File: src/rtl/id_ex_stage_pkg.sv
// Shared ID/EX definitions: control-word layout and result-source encodings.
// Control word is {RegWrite,ALUSrc,MemWrite,ResultSrc,Branch,Jump,PCResultSrc,ALUControl,DexControl}.
package id_ex_stage_pkg;

  localparam int CTRL_W = 16;

  localparam int CTRL_REGWRITE  = 15;
  localparam int CTRL_ALUSRC    = 14;
  localparam int CTRL_MEMWRITE  = 13;
  localparam int CTRL_RES_HI    = 12;
  localparam int CTRL_RES_LO    = 10;
  localparam int CTRL_BRANCH    = 9;
  localparam int CTRL_JUMP      = 8;
  localparam int CTRL_PCRES     = 7;
  localparam int CTRL_ALU_HI    = 6;
  localparam int CTRL_ALU_LO    = 3;
  localparam int CTRL_DEX_HI    = 2;
  localparam int CTRL_DEX_LO    = 0;

  localparam logic [2:0] RESULT_LOAD = 3'b001;

  function automatic logic [2:0] ctrl_result_src(
    input logic [CTRL_W-1:0] ctrl
  );
    return ctrl[CTRL_RES_HI:CTRL_RES_LO];
  endfunction

endpackage

File: src/rtl/id_ex_stage_hazard_detect.sv
// Load-use hazard detection between the EX slot and the decode slot.
// Purely combinational; a redirect suppresses the stall request.
module hazard_detect
  import id_ex_stage_pkg::*;
#(
  parameter int RIDX = 5
) (
  input  logic              ValidE,
  input  logic [CTRL_W-1:0] CtrlE,
  input  logic [RIDX-1:0]   RdE,
  input  logic              ValidD,
  input  logic [RIDX-1:0]   Rs1D,
  input  logic [RIDX-1:0]   Rs2D,
  input  logic              FlushE,
  output logic              LoadUse,
  output logic              StallF,
  output logic              StallD
);

  logic ld_e;
  logic hit;

  assign ld_e = ValidE
              & (ctrl_result_src(CtrlE) == RESULT_LOAD)
              & (RdE != '0);
  assign hit  = (RdE == Rs1D) | (RdE == Rs2D);

  assign LoadUse = ld_e & ValidD & hit;
  assign StallF  = LoadUse & ~FlushE;
  assign StallD  = LoadUse & ~FlushE;

endmodule

File: src/rtl/id_ex_stage.sv
// ID/EX pipeline register with load-use bubble insertion.
// Optional bubble counter output enabled by IDEX_BUBBLE_CNT_EN.
module id_ex_stage
  import id_ex_stage_pkg::*;
#(
  parameter int XLEN = 32,
  parameter int RIDX = 5
) (
  input  logic              clk,
  input  logic              rst_n,
  input  logic [CTRL_W-1:0] CtrlD,
  input  logic              ValidD,
  input  logic [XLEN-1:0]   RD1D,
  input  logic [XLEN-1:0]   RD2D,
  input  logic [XLEN-1:0]   PCD,
  input  logic [XLEN-1:0]   ImmExtD,
  input  logic [XLEN-1:0]   PCPlus4D,
  input  logic [RIDX-1:0]   Rs1D,
  input  logic [RIDX-1:0]   Rs2D,
  input  logic [RIDX-1:0]   RdD,
  input  logic              FlushE,
  output logic [CTRL_W-1:0] CtrlE,
  output logic              ValidE,
  output logic [XLEN-1:0]   RD1E,
  output logic [XLEN-1:0]   RD2E,
  output logic [XLEN-1:0]   PCE,
  output logic [XLEN-1:0]   ImmExtE,
  output logic [XLEN-1:0]   PCPlus4E,
  output logic [RIDX-1:0]   Rs1E,
  output logic [RIDX-1:0]   Rs2E,
  output logic [RIDX-1:0]   RdE,
`ifdef IDEX_BUBBLE_CNT_EN
  output logic [31:0]       BubbleCnt,
`endif
  output logic              StallF,
  output logic              StallD
);

  logic load_use;
  logic bubble;

  hazard_detect #(
    .RIDX(RIDX)
  ) u_hazard (
    .ValidE (ValidE),
    .CtrlE  (CtrlE),
    .RdE    (RdE),
    .ValidD (ValidD),
    .Rs1D   (Rs1D),
    .Rs2D   (Rs2D),
    .FlushE (FlushE),
    .LoadUse(load_use),
    .StallF (StallF),
    .StallD (StallD)
  );

  assign bubble = FlushE | load_use;

  always_ff @(posedge clk or negedge rst_n) begin
    if (!rst_n) begin
      CtrlE    <= '0;
      ValidE   <= 1'b0;
      RD1E     <= '0;
      RD2E     <= '0;
      PCE      <= '0;
      ImmExtE  <= '0;
      PCPlus4E <= '0;
      Rs1E     <= '0;
      Rs2E     <= '0;
      RdE      <= '0;
    end else if (bubble) begin
      CtrlE    <= '0;
      ValidE   <= 1'b0;
      RD1E     <= '0;
      RD2E     <= '0;
      PCE      <= '0;
      ImmExtE  <= '0;
      PCPlus4E <= '0;
      Rs1E     <= '0;
      Rs2E     <= '0;
      RdE      <= '0;
    end else begin
      // an invalid slot must never carry side-effecting controls
      CtrlE    <= ValidD ? CtrlD : '0;
      ValidE   <= ValidD;
      RD1E     <= RD1D;
      RD2E     <= RD2D;
      PCE      <= PCD;
      ImmExtE  <= ImmExtD;
      PCPlus4E <= PCPlus4D;
      Rs1E     <= Rs1D;
      Rs2E     <= Rs2D;
      RdE      <= RdD;
    end
  end

`ifdef IDEX_BUBBLE_CNT_EN
  always_ff @(posedge clk or negedge rst_n) begin
    if (!rst_n) begin
      BubbleCnt <= '0;
    end else if (bubble && (BubbleCnt != 32'hFFFF_FFFF)) begin
      BubbleCnt <= BubbleCnt + 32'd1;
    end
  end
`endif

endmodule

File: config.mk
export PLATFORM = sky130hd
export DESIGN_NAME = id_ex_stage
export DESIGN_NICKNAME = d
export VERILOG_FILES = /design/src/rtl/id_ex_stage_pkg.sv /design/src/rtl/id_ex_stage_hazard_detect.sv /design/src/rtl/id_ex_stage.sv
export SDC_FILE = /design/constraint.sdc
export NUM_CORES = 1
export LEC_CHECK = 0
export CAP_MARGIN = 5
export CORE_AREA = 2 2 153 155
export CTS_BUF_LIST = sky130_fd_sc_hd__clkbuf_4
export CTS_CLUSTER_SIZE = 40
export DETAILED_ROUTE_END_ITERATION = 7
export DIE_AREA = 0 0 155 157
export PLACE_DENSITY = 0.71
export SLEW_MARGIN = 15
export SYNTH_ARGS = -nofsm -noshare
export SYNTH_HDL_FRONTEND = slang
export SYNTH_SLANG_ARGS = --single-unit
File: constraint.sdc
create_clock -name clk -period 1.9 [get_ports clk]
set_clock_uncertainty 0.2 [all_clocks]
set_input_delay 0.475 -clock clk [delete_from_list [all_inputs] [get_ports clk]]
set_output_delay 0.475 -clock clk [all_outputs]
set_load 0.01 [all_outputs]
# After elaboration in Yosys (flattened, before gate mapping)
# Cells that the tools add are included.
[op_classes]
n_eq_ne = 3
n_mux = 11
bitwise = 8
reduce_logical = 1
[op_table]
columns = ["op", "n"]
rows = [
  ["$mux W32", 5],
  ["$mux W16", 2],
  ["$mux W5", 3],
  ["$eq A5 B5 Y1", 2],
  ["$and A1 B1 Y1", 5],
  ["$reduce_bool A5 Y1", 1],
  ["$eq A3 B1 Y1 const B", 1],
  ["$or A1 B1 Y1", 2],
  ["$mux W1", 1],
  ["$not A1 Y1", 1],
]
[totals]
reg_bits = 192
in_bits = 195
output_inout_bits = 194
elab_cells = 33

# Logic depth before layout (Yosys ltp)
# Gate-level depths: netlist of the first run.
[logic_depth]
ltp_word = 7
depth_mapped = 6
depth_no_buf = 4

# Cells and area by module
# From an unflattened synthesis of the first run, not the netlist that was laid out.
[unflattened]
cells_unflattened = 449
area_unflattened_um2 = 6744.0
[by_module_without_submodules]
columns = ["module", "instances", "cells_per_inst", "area_per_inst_um2", "seq_area_each_um2"]
rows = [
  ["id_ex_stage", 1, 427, 6586.3, 4804.6],
  ["hazard_detect", 1, 22, 157.7, 0.0],
]

# Least setup slack after synthesis of the first run
# No wires, ideal clock.
[synth_path]
path_kind = "reg-to-output"
startpoint = "register RdE[4]"
endpoint = "output StallF"
t_arrival_ns = 1.453
required_ns = 1.225
path_slack_ns = -0.228
stages_incl_launch_ff = 7
path_cell_list = "dfrtp_1 > xnor2_1 > nand3_1 > o22ai_2 > buf_2 > and3b_1 > buf_4"
[synth_via]
elab_chain_cells = 5
word_cells_on_any_way = 8
classes_between = "eq/ne: 2; bitwise: 5; reduce/logical: 1"
[synth_rtl]
columns = ["item", "line", "rtl"]
rows = [
  ["start: declaration", "id_ex_stage.sv:31", "output logic [RIDX-1:0] RdE,"],
  ["start signal: assignment", "id_ex_stage.sv:93", "RdE <= RdD;"],
  ["$reduce_bool A5 Y1", "id_ex_stage_hazard_detect.sv:25", "& (RdE != '0);"],
  ["$and A1 B1 Y1", "id_ex_stage_hazard_detect.sv:25", ""],
  ["$and A1 B1 Y1", "id_ex_stage_hazard_detect.sv:28", "assign LoadUse = ld_e & ValidD & hit;"],
  ["$and A1 B1 Y1 *", "id_ex_stage_hazard_detect.sv:28", ""],
  ["$and A1 B1 Y1 *", "n/a", ""],
  ["end: declaration", "id_ex_stage.sv:35", "output logic StallF,"],
]
# Every way passes the cells marked *; elsewhere a longest branch is shown, timed or not.

# Worst setup path after layout of the first run
[layout_path]
startpoint = "register RdE[0]"
endpoint = "output StallF"
[layout_via]
elab_chain_cells = 5
word_cells_on_any_way = 8
classes_between = "eq/ne: 2; bitwise: 5; reduce/logical: 1"
[layout_rtl]
columns = ["item", "line", "rtl"]
rows = [
  ["$reduce_bool A5 Y1", "id_ex_stage_hazard_detect.sv:25", ""],
  ["$and A1 B1 Y1", "id_ex_stage_hazard_detect.sv:25", ""],
  ["$and A1 B1 Y1", "id_ex_stage_hazard_detect.sv:28", ""],
  ["$and A1 B1 Y1 *", "id_ex_stage_hazard_detect.sv:28", ""],
  ["$and A1 B1 Y1 *", "id_ex_stage_hazard_detect.sv:29", "assign StallF = LoadUse & ~FlushE;"],
]
# Marks and branches as above.

==> metrics list, run 1 <==
- Syn_nets: 856
- The region available for standard cell placement spans 22,500 µm².
- In this design, the stage delay of the slowest critical-path cell is 0.49 ns.
- TritonCTS built the clock tree.
- Worst-skew pair later-pin latency: 0.57 ns
- Total vias in the final route: 6,243
* Sequential cell area fraction in the yosys report: 65.2%
- Final-layout fill cell count: 2,097
- Along the worst path, the maximum fanout reaches 3.
- Cell type with the highest aggregate area in the netlist: sky130_fd_sc_hd__dfrtp_1
- Required time reported for the critical path endpoint: 1.22 ns
- The max-slew violation count is 0.
* CTS max path bufs: 2
- Vias in the first global route: 6,556
- For this run, global-route usage on met2 was measured as 34.3%.
- Routed wire length: 24,900 µm
- Register clock-pin slew on the reported worst setup and hold paths: 0.16 ns
* Flop2flop setup slack: -0.16 ns
- The number of antenna diodes in the final layout is 0.
- The initial antenna violation count came to 0.
* Remaining DRCs: 0
* Final WS setup: -0.691 ns
- The final critical path takes up 136% of the cycle.
* Count of cell types in the netlist: 18
- Placement Setup Slack: -1.04 ns
- Area of all placed cells without fillers: 11,300 µm²
- Measured against its own limit, the worst slew margin works out to 57.7%.
- Final global-route overflow total: 0
- GR Util met1: 23.8%
- Max Clock Freq: 386 MHz
* Area added between synthesis and finish: 53.4%
- Power density over the cells: 697 nW/µm²
- Largest net degree at the start of global routing: 170
- The share of synthesized area in the top cell type comes to 65.2%.
- R2r endpoint: PCPlus4E[0]$_DFF_PN0_
- Top-Level Pins: 389
* Setup repair after global routing missed its margin: true
* Overall track demand over capacity in global routing: 20.1%
* Max Cap Viol: 0
- Leaving out fill and tap cells, the most frequent cell in the layout is sky130_fd_sc_hd__clkdlybuf4s50_1.
- Util after Layout: 50.3%
* Number of clock sinks: 192
- The count of final hold-check violations came to 0.
- The critical path is of the flop to output pin type.
* Initial DRC count: 307
- The H-tree was split into 4 levels.
- GR met3 Demand/Resource: 6.50%
- Worst hold-check path type: primary input to flop
- Layout cells sized above 1: 25.9%
- Walking the worst path, the cells encountered are xnor2_2 > nand3_2 > o22ai_4 > and3b_2 > buf_6.
- Drt first pass iters: 4
- Gr busiest metal: met2
- Failing checks: setup timing
- Hold is met by 0.126 ns.
- Synthesis produced 661 cells.
- Leaving out fill and tap cells, the most frequent cells in the layout are 192 x sky130_fd_sc_hd__clkdlybuf4s50_1, 190 x sky130_fd_sc_hd__a21oi_1, 187 x sky130_fd_sc_hd__dfrtp_1, 175 x sky130_fd_sc_hd__nand2b_1, 167 x sky130_fd_sc_hd__buf_2.
- The congestion estimate from routability-driven global placement came to 0.823.
- Final critical path time including I/O delays and setup: 2.59 ns
- Across the VDD grid, the largest voltage drop is 374 µV.
* First-pass GRT wire length: 37,200 µm
* P_int: 5.62 mW
* End point of the worst hold path: Rs2E[2]$_DFF_PN0_
* Number of setup violations in the final report: 170
- The worst hold path passes through 4 cells.
* Die outline width: 155 µm
* Number of synthesis warnings: 0
* Critical register-to-register path startpoint: RdE[0]$_DFF_PN0_
- Net switching is 28.7% of the power.
* Comb power frac: 18.3%
* Startpoint of the most critical hold path: FlushE
* Number of clock buffers inserted by TritonCTS: 17
- Transition at the pin with the smallest max-transition slack: 0.635 ns
- Post-Syn Area: 7370 µm²
* Standard-cell rows: 55
* HPWL after DPL: 15,700 µm
- Die boundary height: 157 µm
* Clock Tree Root: sky130_fd_sc_hd__clkbuf_4
- The number of buffers and inverters on the critical path is 1.
* Reg2Reg Depth: 6
- After detailed routing, the average wire length per cell comes to 18.7 µm.
* Port bufs: 388
- Antenna-violating nets left: 0
* Endpoint class of the critical path: output pin
* Largest cells by area after synthesis: sky130_fd_sc_hd__dfrtp_1 65%, sky130_fd_sc_hd__nand2b_1 15%, sky130_fd_sc_hd__a21oi_1 13%, sky130_fd_sc_hd__clkbuf_1 2.0%, sky130_fd_sc_hd__xnor2_1 1.2%
- Leakage Power: 5.49 nW
* Sequential share of power: 55.2%
- The die covers 24,300 µm².
- In the routed layout, each cell is associated on average with a via count of 4.69.
* Placed inst area: 11,600 µm²
- In this run, synthesis produced a sequential element count of 192.
- Highest-delay cell along the critical path: sky130_fd_sc_hd__dfrtp_2
* Post-Syn Area per Cell: 11.2 µm²
* Kind of cell with the highest combined delay on the critical path: flip-flops
- Critical Path AT: 1.92 ns
* CP startpoint kind: flop
- The flow ran to the end, but the final reports show violations.
* Starting density of the core: 32.8%
- Per report_power, the clock group accounts for 26.5% of the total.
- At the end of the flow, the number of nets in the layout was 1,230.
- Sw Pwr: 2.26 mW
- Total power for the finished layout comes to 7.88 mW.
==> per-layer routing <==
metal	up-vias	share of wire (%)
met3	38	7.8
li1	2902	-
met5	-	0
met4	0	2.5
met1	3024	40
met2	279	49
==> power groups by stage <==
stage               combinational (mW)  sequential, mW  clock [mW]
floorplan                        0.375            4.54           0
global placement                  1.53            4.42           0
detailed placement                1.54            4.43           0
CTS                               1.44            4.35        2.18
global route                      1.56            4.37        2.35
finish                            1.44            4.35        2.09
==> tightest hold or removal path: stages <==
cell and delay (ns):
sky130_fd_sc_hd__buf_4 0.11, sky130_fd_sc_hd__buf_4 0.13, sky130_fd_sc_hd__nand2b_1 0.12, sky130_fd_sc_hd__a21oi_1 0.04
==> synth_stat cells, drive strengths merged <==
cell and n:
nand2b 175, buf 25, clkbuf 39, and3b 1
dfrtp 192, nand4 1, xnor2 10, a21boi 1
nor2b 1, nand3 2, nor3 1, nor2 2
o22ai 1, nand2 18, a21oi 192
==> area by class of cell <==
| cell class | instances | area, µm² | share of cell area (%) |
|---|---|---|---|
| sequential | 192 | 4810 | 42.5 |
| clock inverter | 14 | 131 | 1.16 |
| timing repair buffer | 419 | 3530 | 31.2 |
| tap | 285 | 357 | 3.15 |
| clock buffer | 17 | 128 | 1.13 |
| multi-input combinational | 405 | 2350 | 20.8 |
==> timing repair <==
item | 4_1_cts | 5_1_grt
gates resized for setup | 791 | 35
hold buffers | 2 | 0
pin swaps | 6 | 2
setup endpoints to repair | 386 | 240
gates cloned | 4 | 1
hold endpoints to repair | 184 | 0
buffers inserted | 1 | 0
==> flip-flops by register name (all words and copies together), names as in the netlist <==
name,flops
PCE,32
RD2E,32
RdE,5
PCPlus4E,32
CtrlE,16
ValidE,1
ImmExtE,32
RD1E,32
Rs1E,5
Rs2E,5
==> per-stage QoR <==
stage,cells,setup TNS (ns)
floorplan,661,-0.137
global placement,1293,-129.78
detailed placement,1293,-137.27
CTS,1331,-8.33
global route,1332,-23.18
finish,1332,-9.67
==> worst max-delay path by stage <==
stage | depth (start not counted) | slack, ns | start | endpoint
final | 5 | -0.69 | RdE[0]$_DFF_PN0_ | StallF
after global routing | 6 | -0.83 | RdE[3]$_DFF_PN0_ | StallF
after CTS | 6 | -0.75 | RdE[3]$_DFF_PN0_ | StallF
after detailed placement | 6 | -1.04 | Rs1D[0] | StallF
after global placement | 6 | -1.03 | Rs2D[4] | StallF
after floorplan | 6 | -0.12 | RdE[2]$_DFF_PN0_ | StallF
==> logic make-up (layout without fill, tap and decap cells) <==
family / after synthesis / after routing / share of synthesized area [%]
AOI/OAI and AO/OA: 194 / 194 / 13.4
xor gates and xnor gates: 10 / 10 / 1.19
buffers and inverters: 64 / 450 / 3.94
DFF: 192 / 192 / 65.2
and+or+nand+nor: 201 / 201 / 16.4
No activity file was read; power rests on OpenSTA's default activity.
==> inputs of run 2 (changes only) <==
CORE_AREA = 2 2 150 152   (was 2 2 153 155)
CTS_CLUSTER_SIZE = 28   (was 40)
DIE_AREA = 0 0 152 154   (was 0 0 155 157)
clock period = 2.8 ns   (was 1.9 ns; I/O delays follow)
==> metrics list, run 2 (synthesis results as in run 1) <==
- Status: finished, violations left
- Failing checks: setup timing
- After detailed routing, the number of remaining DRC violations is 0.
* Final Non-Filler Cells: 1,319
- Sequential share of power: 54.6%
- Capturing element of the worst setup path: StallD
- For this design the static power due to leakage is 5.12 nW.
- Top fanout value on the critical path: 2
- The signal on the critical path passes through clkdlybuf4s50_1 > xnor2_1 > nand2_1 > o22ai_4 > and3b_2 > buf_6.
* Util after Layout: 54.4%
- The later pin in the worst-skew pair is clocked with a latency of 0.55 ns.
- Power density over the cells: 458 nW/µm²
- On the worst path, the slowest cell contributes a delay of 0.50 ns.
- STA puts the critical path data arrival time at 1.97 ns.
- Highest-delay cell along the critical path: sky130_fd_sc_hd__clkdlybuf4s50_1
- Count of pins over their slew limit: 0
- In the routed layout, each cell is associated on average with a via count of 4.70.
* Clock Tree Root: sky130_fd_sc_hd__clkbuf_4
* P_int: 3.90 mW
* Final weighted congestion in routability-driven placement: 0.814
* Sw Pwr: 1.50 mW
- Cells with a size suffix above 1 make up 5.79% of the layout.
* Endpoint class of the critical path: output pin
- The library cell used most frequently in the layout, excluding fill and tap cells, is sky130_fd_sc_hd__clkdlybuf4s50_1.
* Floorplan die area: 23,400 µm²
- The initial antenna violation count is 3.
- After layout, the minimum clock period comes to 2.87 ns.
* H-tree depth reported by CTS: 4
- TritonCTS created 17 clock buffers.
- For the worst setup path, the data required time is 1.90 ns.
- IR analysis of the VDD net gives a maximum drop of 207 µV.
- Of the total power, the clock network draws 26.4%.
* Final WS setup: -0.0674 ns
* Crit path launch: Rs1D[2]
- For this configuration, the core starts out at a cell density of 34.0%.
* HPWL after DPL: 16,400 µm
- Antenna-violating nets left: 0
- The count of buffers added on input and output ports is 388.
- For the worst flop-to-flop path, the logic depth is 6.
- The first global-routing pass estimated 36,900 µm of wire.
- In this run the core area contains 54 standard-cell rows.
* Worst hold-check path type: primary input to flop
- In the final routed layout, each cell accounts on average for 17.8 µm.
- Overall track demand over capacity in global routing: 20.1%
- Total negative slack: -0.134 ns
* Initial DRC count: 256
- From synthesis to final layout, the design area changed by 60.1%.
- At the pin with the least slew margin, the transition time is 0.900 ns.
- CTS max path bufs: 2
- Die boundary height: 154 µm
- Final-layout fill cell count: 1,890
- Setup repair after global routing missed its margin: true
* Die outline width: 152 µm
- Of the available clock period, the critical path in the final layout requires 102%.
* Type of the setup path with the least slack: primary input to output pin
* Final hold violations: 0
- Combinational logic is responsible for 19.0% of the overall power.
- The final route contains 6,193 vias.
- Drt first pass iters: 4
* Register clock-pin slew on the reported worst setup and hold paths: 0.16 ns
- Vias in the first global route: 6,419
- Slew margin rel.: 40.0%
- The startpoint identified for the worst register-to-register timing path is RdE[1]$_DFF_PN0_.
* Number of clock sinks: 192
* CP startpoint kind: primary input
- Global routing finished with a remaining overflow of 0.
* Top-Level Pins: 389
- Across all register-to-register paths, the minimum setup slack is 0.22 ns.
- Max Cap Viol: 0
* Count of nets after finishing: 1,218
- The floorplan step defined a core boundary enclosing 21,700 µm².
- Max Clock Freq: 349 MHz
- Routed wire length: 23,400 µm
- Of the total power, the share spent switching nets is 27.8%.
- TritonCTS built the clock tree.
- The number of placed instances, taps included, is 1,282.
* Top library cells by usage in the layout, fill and taps aside: 376 x sky130_fd_sc_hd__clkdlybuf4s50_1, 191 x sky130_fd_sc_hd__a21oi_1, 190 x sky130_fd_sc_hd__dfrtp_1, 175 x sky130_fd_sc_hd__nand2b_1
* R2r endpoint: PCE[26]$_DFF_PN0_
- Entering global routing, the biggest net connects 170 pins.
- Number of setup violations in the final report: 2
## run 2: power groups by stage
stage                     Sequential [mW]  Combinational (mW)  Clock, mW
after floorplan                      3.08               0.252          0
after global placement               3.00                1.02          0
after detailed placement             3.01                1.03          0
after CTS                            2.96                1.04       1.49
after global routing                 2.97                1.11       1.59
final                                2.95                1.02       1.43
## run 2: stage by stage
stage	total power [mW]	cell area (µm²)	setup slack (ns)	hold slack, ns
after detailed placement	4.04	11500	-0.648	0.529
after global placement	4.03	11500	-0.600	0.526
after global routing	5.67	11800	-0.183	0.269
after floorplan	3.33	7370	0.227	0.204
final	5.40	11800	-0.0674	0.312
after CTS	5.49	11800	-0.0892	0.256
## run 2: worst max-delay path, delay by kind of cell
family / cells / cell delay, ns
buffers and inverters: 2 / 0.62
AOI/OAI and AO/OA: 1 / 0.13
xor gates and xnor gates: 1 / 0.13
and+or+nand+nor: 2 / 0.38
## run 2: how the worst min path moves through the flow
stage	from	end	slack, ns	depth (start not counted)
after floorplan	rst_n	CtrlE[0]$_DFF_PN0_	0.20	0
after global placement	rst_n	RD1E[22]$_DFF_PN0_	0.53	1
after detailed placement	rst_n	RD1E[24]$_DFF_PN0_	0.53	1
after CTS	Rs1D[1]	Rs1E[1]$_DFF_PN0_	0.26	3
after global routing	FlushE	CtrlE[7]$_DFF_PN0_	0.27	4
final	FlushE	CtrlE[3]$_DFF_PN0_	0.31	4
## run 2: cell type report
type | count | area (µm²) | area share, %
diodes | 3 | 7.51 | 0.0636
well taps | 280 | 350 | 2.97
clock inverters | 14 | 121 | 1.03
clock buffers | 18 | 135 | 1.14
repair buffers | 407 | 4070 | 34.5
flip-flops and latches | 192 | 4810 | 40.7
multi-input cells | 405 | 2310 | 19.6
## run 2: per-layer routing
metal	part of all wire (%)	GRT usage (%)	vias up	routed length [µm]
met4	1.3	5.38	0	297
met3	9.8	8.82	16	2300
met1	39	23.1	3027	9140
met5	0	0	-	0
met2	50	34.3	277	11700
li1	-	-	2873	-
## run 2: what timing repair did
action,4_1_cts,5_1_grt
endpoints found under the setup margin,2,2
pin swaps,10,2
hold buffers,1,0
buffers inserted,1,0
endpoints found under the hold margin,51,0
resized for setup,22,1
